### config.mk
export PLATFORM = sky130hd
export DESIGN_NAME = mdu
export DESIGN_NICKNAME = d
export VERILOG_FILES = /design/src/rtl/mdu_pkg.sv /design/src/rtl/mdu_div_step.sv /design/src/rtl/mdu.sv
export SDC_FILE = /design/constraint.sdc
export NUM_CORES = 1
export LEC_CHECK = 0
export ABC_AREA = 1
export CAP_MARGIN = 20
export CELL_PAD_IN_SITES_DETAIL_PLACEMENT = 0
export CELL_PAD_IN_SITES_GLOBAL_PLACEMENT = 2
export CORE_MARGIN = 1.5
export CORE_UTILIZATION = 34
export DETAILED_ROUTE_END_ITERATION = 12
export PLACE_DENSITY = 0.92
export REMOVE_ABC_BUFFERS = 1
export SETUP_SLACK_MARGIN = 0.15
export SYNTH_ARGS = -nofsm -noshare
export SYNTH_HDL_FRONTEND = slang
export SYNTH_SLANG_ARGS = --single-unit
### constraint.sdc
create_clock -name clk -period 10.7 [get_ports clk]
set_input_delay 2.14 -clock clk [delete_from_list [all_inputs] [get_ports clk]]
set_output_delay 2.14 -clock clk [all_outputs]
set_load 0.01 [all_outputs]
### src/rtl/mdu_pkg.sv
// Shared definitions for the multi-cycle multiply/divide unit: op codes,
// FSM state encodings and the op-signedness helper.
package mdu_pkg;

  localparam int MDU_OP_W = 3;

  typedef enum logic [MDU_OP_W-1:0] {
    MDU_MULT  = 3'd0,
    MDU_MULTU = 3'd1,
    MDU_DIV   = 3'd2,
    MDU_DIVU  = 3'd3,
    MDU_MTHI  = 3'd4,
    MDU_MTLO  = 3'd5
  } mdu_op_e;

  typedef enum logic [1:0] {
    ST_IDLE = 2'd0,
    ST_MUL  = 2'd1,
    ST_DIV  = 2'd2
  } mdu_state_e;

  function automatic logic op_is_signed(input mdu_op_e op);
    return (op == MDU_MULT) || (op == MDU_DIV);
  endfunction

endpackage

### src/rtl/mdu_div_step.sv
// One restoring-division step: shift the next dividend bit into the partial
// remainder and subtract the divisor when it fits.
module mdu_div_step #(
  parameter int WIDTH = 32
) (
  input  logic [WIDTH-1:0] rem_i,
  input  logic             dvd_bit_i,
  input  logic [WIDTH-1:0] divisor_i,
  output logic [WIDTH-1:0] rem_o,
  output logic             q_o
);

  logic [WIDTH:0]   part_s;
  logic [WIDTH-1:0] diff_s;

  assign part_s = {rem_i, dvd_bit_i};
  // When the subtraction is taken the result is below the divisor, so WIDTH bits suffice.
  assign diff_s = part_s[WIDTH-1:0] - divisor_i;
  assign q_o    = (part_s >= {1'b0, divisor_i});
  assign rem_o  = q_o ? diff_s : part_s[WIDTH-1:0];

endmodule

### src/rtl/mdu.sv
// Iterative multiply/divide unit: one bit per cycle on operand magnitudes,
// sign applied when HI/LO are written on the final iteration.
module mdu
  import mdu_pkg::*;
#(
  parameter  int WIDTH = 32,
  localparam int CNT_W = $clog2(WIDTH) + 1
) (
  input  logic                clk,
  input  logic                reset,
  input  logic                start,
  input  logic [MDU_OP_W-1:0] op,
  input  logic [WIDTH-1:0]    num1,
  input  logic [WIDTH-1:0]    num2,
  output logic                busy,
  output logic                done,
  output logic [WIDTH-1:0]    hi,
  output logic [WIDTH-1:0]    lo,
  output logic                op_invalid
);

  localparam logic [WIDTH-1:0]   ONE_W    = {{(WIDTH-1){1'b0}}, 1'b1};
  localparam logic [2*WIDTH-1:0] ONE_2W   = {{(2*WIDTH-1){1'b0}}, 1'b1};
  localparam logic [CNT_W-1:0]   CNT_ONE  = {{(CNT_W-1){1'b0}}, 1'b1};
  localparam logic [CNT_W-1:0]   CNT_LAST = CNT_W'(WIDTH - 1);

  function automatic logic [WIDTH-1:0] neg_w(input logic [WIDTH-1:0] v);
    return ~v + ONE_W;
  endfunction

  function automatic logic [2*WIDTH-1:0] neg_2w(input logic [2*WIDTH-1:0] v);
    return ~v + ONE_2W;
  endfunction

  mdu_state_e         state_q, state_d;
  logic [CNT_W-1:0]   cnt_q, cnt_d;
  logic [2*WIDTH-1:0] opa_q, opa_d;   // multiplicand (MUL) or dividend/quotient shifter (DIV)
  logic [WIDTH-1:0]   opb_q, opb_d;   // multiplier (MUL) or divisor (DIV)
  logic [2*WIDTH-1:0] acc_q, acc_d;   // product accumulator or partial remainder
  logic               neg_q, neg_d;
  logic               dneg_q, dneg_d;
  logic [WIDTH-1:0]   hi_q, hi_d, lo_q, lo_d;
  logic               busy_q, busy_d, done_q, done_d, inv_q, inv_d;

  mdu_op_e            op_s;
  logic               a_neg_s, b_neg_s;
  logic [WIDTH-1:0]   a_mag_s, b_mag_s;
  logic [2*WIDTH-1:0] prod_s, res_s;
  logic [WIDTH-1:0]   quo_s, step_rem_s;
  logic               step_q_s;

  assign op_s = mdu_op_e'(op);

  mdu_div_step #(.WIDTH(WIDTH)) u_div_step (
    .rem_i     (acc_q[WIDTH-1:0]),
    .dvd_bit_i (opa_q[WIDTH-1]),
    .divisor_i (opb_q),
    .rem_o     (step_rem_s),
    .q_o       (step_q_s)
  );

  // Next-state, datapath and result selection.
  always_comb begin
    state_d = state_q;
    cnt_d   = cnt_q;
    opa_d   = opa_q;
    opb_d   = opb_q;
    acc_d   = acc_q;
    neg_d   = neg_q;
    dneg_d  = dneg_q;
    hi_d    = hi_q;
    lo_d    = lo_q;
    busy_d  = busy_q;
    done_d  = 1'b0;
    inv_d   = 1'b0;

    a_neg_s = op_is_signed(op_s) & num1[WIDTH-1];
    b_neg_s = op_is_signed(op_s) & num2[WIDTH-1];
    a_mag_s = a_neg_s ? neg_w(num1) : num1;
    b_mag_s = b_neg_s ? neg_w(num2) : num2;
    prod_s  = acc_q + (opb_q[0] ? opa_q : {(2*WIDTH){1'b0}});
    res_s   = neg_q ? neg_2w(prod_s) : prod_s;
    quo_s   = {opa_q[WIDTH-2:0], step_q_s};

    case (state_q)
      ST_IDLE: begin
        if (start) begin
          case (op_s)
            MDU_MULT, MDU_MULTU, MDU_DIV, MDU_DIVU: begin
              opa_d   = {{WIDTH{1'b0}}, a_mag_s};
              opb_d   = b_mag_s;
              acc_d   = {(2*WIDTH){1'b0}};
              neg_d   = a_neg_s ^ b_neg_s;
              dneg_d  = a_neg_s;
              cnt_d   = {CNT_W{1'b0}};
              busy_d  = 1'b1;
              state_d = ((op_s == MDU_MULT) || (op_s == MDU_MULTU)) ? ST_MUL : ST_DIV;
            end
            MDU_MTHI: hi_d  = num1;
            MDU_MTLO: lo_d  = num1;
            default:  inv_d = 1'b1;
          endcase
        end else begin
          state_d = ST_IDLE;
        end
      end
      ST_MUL: begin
        acc_d = prod_s;
        opa_d = {opa_q[2*WIDTH-2:0], 1'b0};
        opb_d = {1'b0, opb_q[WIDTH-1:1]};
        cnt_d = cnt_q + CNT_ONE;
        if (cnt_q == CNT_LAST) begin
          {hi_d, lo_d} = res_s;
          busy_d  = 1'b0;
          done_d  = 1'b1;
          state_d = ST_IDLE;
        end else begin
          state_d = ST_MUL;
        end
      end
      ST_DIV: begin
        acc_d = {{WIDTH{1'b0}}, step_rem_s};
        opa_d = {{WIDTH{1'b0}}, quo_s};
        cnt_d = cnt_q + CNT_ONE;
        if (cnt_q == CNT_LAST) begin
          // Divide by zero leaves the dividend magnitude as remainder, so the
          // normal sign fix returns the raw dividend in HI.
          lo_d    = (opb_q == {WIDTH{1'b0}}) ? {WIDTH{1'b1}}
                                             : (neg_q ? neg_w(quo_s) : quo_s);
          hi_d    = dneg_q ? neg_w(step_rem_s) : step_rem_s;
          busy_d  = 1'b0;
          done_d  = 1'b1;
          state_d = ST_IDLE;
        end else begin
          state_d = ST_DIV;
        end
      end
      default: begin
        state_d = ST_IDLE;
        busy_d  = 1'b0;
      end
    endcase
  end

  // State and result registers with synchronous reset.
  always_ff @(posedge clk) begin
    if (reset) begin
      state_q <= ST_IDLE;
      cnt_q   <= {CNT_W{1'b0}};
      opa_q   <= {(2*WIDTH){1'b0}};
      opb_q   <= {WIDTH{1'b0}};
      acc_q   <= {(2*WIDTH){1'b0}};
      neg_q   <= 1'b0;
      dneg_q  <= 1'b0;
      hi_q    <= {WIDTH{1'b0}};
      lo_q    <= {WIDTH{1'b0}};
      busy_q  <= 1'b0;
      done_q  <= 1'b0;
      inv_q   <= 1'b0;
    end else begin
      state_q <= state_d;
      cnt_q   <= cnt_d;
      opa_q   <= opa_d;
      opb_q   <= opb_d;
      acc_q   <= acc_d;
      neg_q   <= neg_d;
      dneg_q  <= dneg_d;
      hi_q    <= hi_d;
      lo_q    <= lo_d;
      busy_q  <= busy_d;
      done_q  <= done_d;
      inv_q   <= inv_d;
    end
  end

  assign busy       = busy_q;
  assign done       = done_q;
  assign hi         = hi_q;
  assign lo         = lo_q;
  assign op_invalid = inv_q;

endmodule

==> impl_metrics.ini, run 1 <==
[outcome]
status = completed

[die]
core_area_um2 = 71850
core.rowCount = 98
die_x_um = 272.9
dieArea_um2 = 74500
chipHeight_um = 272.9
initial_core_util_pct = 34.48
io_pins = 137

[sta]
worst_pin_slew_ps = 1151
setup_tns_ps = 0
relSlewSlack_pct = 22.97
finalHoldViolations = 0
fin_crit_ps = 5279
clock_skew_ps = 54.25
setup_viol = 0
finalMaxSlewViolations = 0
max_freq_mhz = 189.4
timing.final.crit_share_pct = 49.34
rsz0062_at_grt = no

[critical_path]
crit_chain = buf_4 > ha_1 > inv_1 > nand3_1 > nand3_1 > nand2_2 > nand2_2 > nand2_4 > nand2_8 > inv_4 > ha_1 > nand3_1 > nor3_1 > nand3_1 > nor3_1 > nand2_1 > nor2_1 > nand2_1 > o21ai_0 > inv_1 > a21oi_1 > xor2_1 > nand2_1 > a31oi_1
crit_slowest_cell = buf_4
critPathMaxFanout = 67
cp.depth = 24
regToRegSetupSlack_ps = 5420
crit_top_cell = nand3_1
cp_num_buf_inv = 4
critPathCaptureType = flop
crit_family = simple AND/OR/NAND/NOR gates
worstPathArrival_ps = 5810
r2r_cells = 24
cp-start-kind = flop
required_ps = 11230
r2r-start = opb_q[0]
r2r-end = lo[28]
timing_worst_setup_path_type = flop to flop
slowest_delay_ps = 630

[logic_synthesis]
synth_area_um2 = 24780
avgSynthCellArea_um2 = 5.501
synth_edf_count = 0
yosysWarnings = 0
ys.flop_type = dfxtp_1
synth_cell_types = 64
ys_ff_latch = 237
synth-async-reset-ratio_pct = 0
synth_cells = 4504
ys_seq_area_share_pct = 19.15

[routing]
drc = 0
dr.pass1.iters = 7
ant_nets = 0
wl_per_cell_um = 20.33
vias = 29370
viasPerCell = 5.303
drt_iter0_markers = 2590
wirelength_mm = 112.6

[cells_and_area]
layout.nets = 4743
drive_above_1_share_pct = 4.599
seqCellArea_um2 = 4750
final_area_um2 = 28130
area_delta_synth_final_pct = 13.54
fill_cells = 8255
multi_input_area_um2 = 16970

[global_route]
grt_pass1_vias = 27110
grt_overflow = 0
top_usage_layer = met2
met1_usage_pct = 37.84
grt_pass1_wl_mm = 167.0
grt_max_degree = 133
antenna_found_initial = 5
globalRouteMet3Util_pct = 2.794
grt_use_met2_pct = 49.04
grtUsageTotal_pct = 29.37

[job]
cap_violations = 0

[clock_tree]
htree_levels = 1
cts_max_path_buffers = 3
cts_root_buffer = clkbuf_16
cts.sinks = 237
postCtsSetupBuffers = 0
numCtsBuffers = 30
ctsResizeCount = 0
clkLatencyLatePin_ps = 650
cts_tree = yes
ctsHoldBuffers = 0
cts.clk_slew.worst_paths_ps = 60

[hold_path]
hold_path.class = flop to flop
holdPathEnd = opa_q[63]
hp-start = opa_q[63]
whs_path_depth = 2

[power_and_ir_drop]
ir_drop_v = 0.0001645
powerDensity_nw_per_um2 = 130.3
leakagePower_nw = 14.15
finalPower_mw = 3.665

[placed_design]
numPortBuffers = 136
place_area_um2 = 27040
dpl.hpwl_mm = 90.33
gp_congestion = 0.9933
## stage by stage
stage	hold WS, ps	setup WS, ps	utilization (%)	instances
6_report	471.3	5421	39.15	5539
5_1_grt	491.4	5007	39.15	5538
4_1_cts	471.2	5462	39.15	5538
3_5_place_dp	461.5	5236	37.64	5483
3_3_place_gp	456.3	5185	37.64	5483
2_1_floorplan	439.5	1211	-	4364
## worst reg2reg max path: cells and delay by family, from the launching register on
family	cells	cell delay, ps
and+or+nand+nor	14	2200
buffers and inverters	4	1120
AOI/OAI and AO/OA	3	760
adders and majority gates	2	590
DFF	1	310
xor gates and xnor gates	1	180
## per-layer routing
layer,routed length [um],vias to the layer above
li1,-,14630
met1,48520,13470
met2,51010,1044
met3,6846,231
met4,6244,2
met5,9,-
## kinds of logic (layout without fill, tap and decap cells)
| kind of cell | after synthesis | after routing | share of synthesized area [%] |
|---|---|---|---|
| AND/OR/NAND/NOR | 2546 | 2546 | 43.34 |
| buffers and inverters | 809 | 893 | 12.53 |
| AO/OA/AOI/OAI | 741 | 741 | 17.21 |
| flip-flops | 237 | 237 | 19.15 |
| adder cells (fa/ha/maj) | 108 | 108 | 5.515 |
| XOR/XNOR | 63 | 63 | 2.257 |
| other | 0 | 1 | 0 |
## final cells by class
class / instances / area share, %
Multi-Input combinational cell: 3458 / 60.31
Sequential cell: 237 / 16.88
Inverter: 669 / 8.935
Timing Repair Buffer: 169 / 5.769
Tap cell: 950 / 4.225
Clock buffer: 39 / 3.073
Clock inverter: 16 / 0.7917
Antenna cell: 1 / 0.008895
## worst max-delay path by stage
stage	startpoint	to	slack, ps
6_report	opb_q[0]	lo[28]	5420
5_1_grt	opb_q[0]	lo[24]	5010
4_1_cts	opb_q[0]	lo[24]	5460
3_5_place_dp	num1[1]	opa_q[31]	5240
3_3_place_gp	op[2]	opa_q[24]	5190
2_1_floorplan	start	acc_q[23]	1210
## cells in the final DEF (no fill, tap or decap), types with 40 or more instances in the layout
cell             Yosys  layout
nand2_1           1495    1495
inv_1              653     652
nor2_1             455     452
nand3_1            339     339
a21oi_1            331     329
dfxtp_1            237     235
o21ai_0            200     200
clkdlybuf4s50_1      0     135
ha_1               106     104
nor3_1              64      64
nand4_1             57      57
xor2_1              50      50
a31oi_1             41      41
o211ai_1            40      40
## report_power, final
part           internal (mW)  switching (mW)  leakage [nW]  total (mW)
Combinational          0.466            1.04          11.7        1.51
Sequential             0.945          0.0597          1.93        1.00
Clock                  0.686           0.467         0.542        1.15
Total                   2.10            1.57          14.2        3.67
## Yosys cell counts, types with 21 or more instances
library cell | n | area, um2
nand2_1 | 1495 | 5612
inv_1 | 653 | 2451
nor2_1 | 455 | 1708
nand3_1 | 339 | 1697
a21oi_1 | 331 | 1657
dfxtp_1 | 237 | 4745
o21ai_0 | 200 | 1001
clkbuf_1 | 114 | 427.9
ha_1 | 106 | 1326
nor3_1 | 64 | 320.3
nand4_1 | 57 | 356.6
xor2_1 | 50 | 437.9
a31oi_1 | 41 | 256.5
o211ai_1 | 40 | 300.3
nand2_2 | 34 | 212.7
o21a_1 | 21 | 157.7
## sequential cells by signal (all words and copies together), names as in the netlist
| name | flops |
|---|---|
| opb_q | 32 |
| neg_q | 1 |
| busy | 1 |
| dneg_q | 1 |
| opa_q | 64 |
| done | 1 |
| op_invalid | 1 |
| lo | 32 |
| acc_q | 64 |
| state_q | 2 |
| hi | 32 |
| cnt_q | 6 |
No activity file was read; power rests on OpenSTA's default activity.
==> run 2: changes to the inputs <==
- CORE_UTILIZATION: 34 -> 29
- PLACE_DENSITY: 0.92 -> 0.84
- clock period: 10.7 -> 4.3 ns (I/O delays scaled with it)
==> impl_metrics.ini, run 2 (synthesis results as in run 1) <==
[placed_design]
dp_slack_ps = -50.11
place_inst = 5967
dpl.hpwl_mm = 102.8
gp_congestion = 0.9819
place_area_um2 = 29560
numPortBuffers = 136

[clock_tree]
numCtsBuffers = 34
cts_root_buffer = clkbuf_16
cts.clk_slew.worst_paths_ps = 60
htree_levels = 2
cts_max_path_buffers = 3
cts.sinks = 237
ctsHoldBuffers = 0
cts_tree = yes
clkLatencyLatePin_ps = 580

[die]
die_x_um = 295.3
core.rowCount = 107
io_pins = 137
chipHeight_um = 295.3
initial_core_util_pct = 29.19
core_area_um2 = 84880
dieArea_um2 = 87200

[cells_and_area]
fill_cells = 9744
layout.nets = 5040
final_common_cell = nand2_1
layout_common_cells = nand2_1, inv_1, nor2_1
post-route-util_pct = 36.67
drive_above_1_share_pct = 12.29
multi_input_area_um2 = 17370
reg_top3 = acc_q: 64 flops, opa_q: 64 flops
area_delta_synth_final_pct = 25.63
seqCellArea_um2 = 4755
final_area_um2 = 31130
instances_no_fill = 6026

[critical_path]
worstPathArrival_ps = 4580
critPathCaptureType = flop
timing_worst_setup_path_type = flop to flop
critPathMaxFanout = 24
regToRegSetupSlack_ps = 210
required_ps = 4800
cp-start-kind = flop

[routing]
viasPerCell = 5.071
vias = 30560
wl_per_cell_um = 20.90
wirelength_mm = 126.0
ant_nets = 0
drt_iter0_markers = 2629
drc = 0
dr.pass1.iters = 5

[sta]
setup_tns_ps = 0
clock_skew_ps = 41.98
fin_crit_ps = 4086
relSlewSlack_pct = 45.25
timing.hold.ws_ps = 465.8
max_freq_mhz = 244.7
setup_viol = 0
rsz0062_at_grt = yes
fin_ws_ps = 213.5
finalMaxSlewViolations = 0
worst_pin_slew_ps = 800.6
timing.final.crit_share_pct = 95.03
finalHoldViolations = 0

[global_route]
antenna_found_initial = 4
grtUsageTotal_pct = 28.15
grt_max_degree = 94
grt_pass1_wl_mm = 182.3
grt_overflow = 0
grt_pass1_vias = 28460

[hold_path]
hold_path.class = flop to flop

[power_and_ir_drop]
leakagePower_nw = 15.71
powerDensity_nw_per_um2 = 314.1
ir_drop_v = 0.0002529
finalPower_mw = 9.775

[job]
cap_violations = 0

[outcome]
status = completed
-- run 2: area by class of cell --
class / instances / area share [%]
Tap cell: 1144 / 4.599
Sequential cell: 237 / 15.28
Clock buffer: 44 / 2.983
Clock inverter: 11 / 0.4985
Multi-Input combinational cell: 3458 / 55.81
Timing Repair Buffer: 462 / 12.75
Inverter: 669 / 8.076
Antenna cell: 1 / 0.008040
-- run 2: worst paths after layout --
| path | from | end | cells after the start |
|---|---|---|---|
| worst max-delay path | opb_q[0] | hi[5] | 27 |
| worst min-delay path | opa_q[63] | opa_q[63] | 2 |
| worst max register to register | opb_q[0] | hi[5] | 27 |
| worst min register to register | opa_q[63] | opa_q[63] | 2 |
-- run 2: critical path, cell delays in order (launching register included) --
cell	delay, ps
dfxtp_4	390
buf_12	200
nand2_1	110
inv_1	110
ha_2	320
nand2_1	160
inv_1	70
nand2_1	70
nand2_1	100
nand2_1	80
nand2_1	120
inv_1	110
nand3_1	160
buf_4	190
nand2_1	70
nand2_1	50
nand2_1	140
nand2_2	150
nor2_2	220
nand2_1	90
nor2_2	160
nand2_1	110
nand2_4	90
buf_4	120
xor2_1	200
buf_4	190
nand2_1	70
a31oi_1	130
-- run 2: per-layer routing --
layer / GRT usage (%) / routed length [um]
met1: 36.60 / 54660
met2: 46.98 / 58100
met3: 2.391 / 6814
met4: 13.22 / 6380
met5: 0 / 13
-- run 2: repair_timing --
action,CTS,global route
setup buffers,0,1
setup endpoints to repair,15,42
gates resized for setup,7,115
pin swaps,0,7
-- run 2: power by group --
group | switching [mW] | total [mW] | internal [mW]
logic | 2.85 | 4.37 | 1.51
clock network | 1.22 | 2.92 | 1.70
registers | 0.138 | 2.49 | 2.35
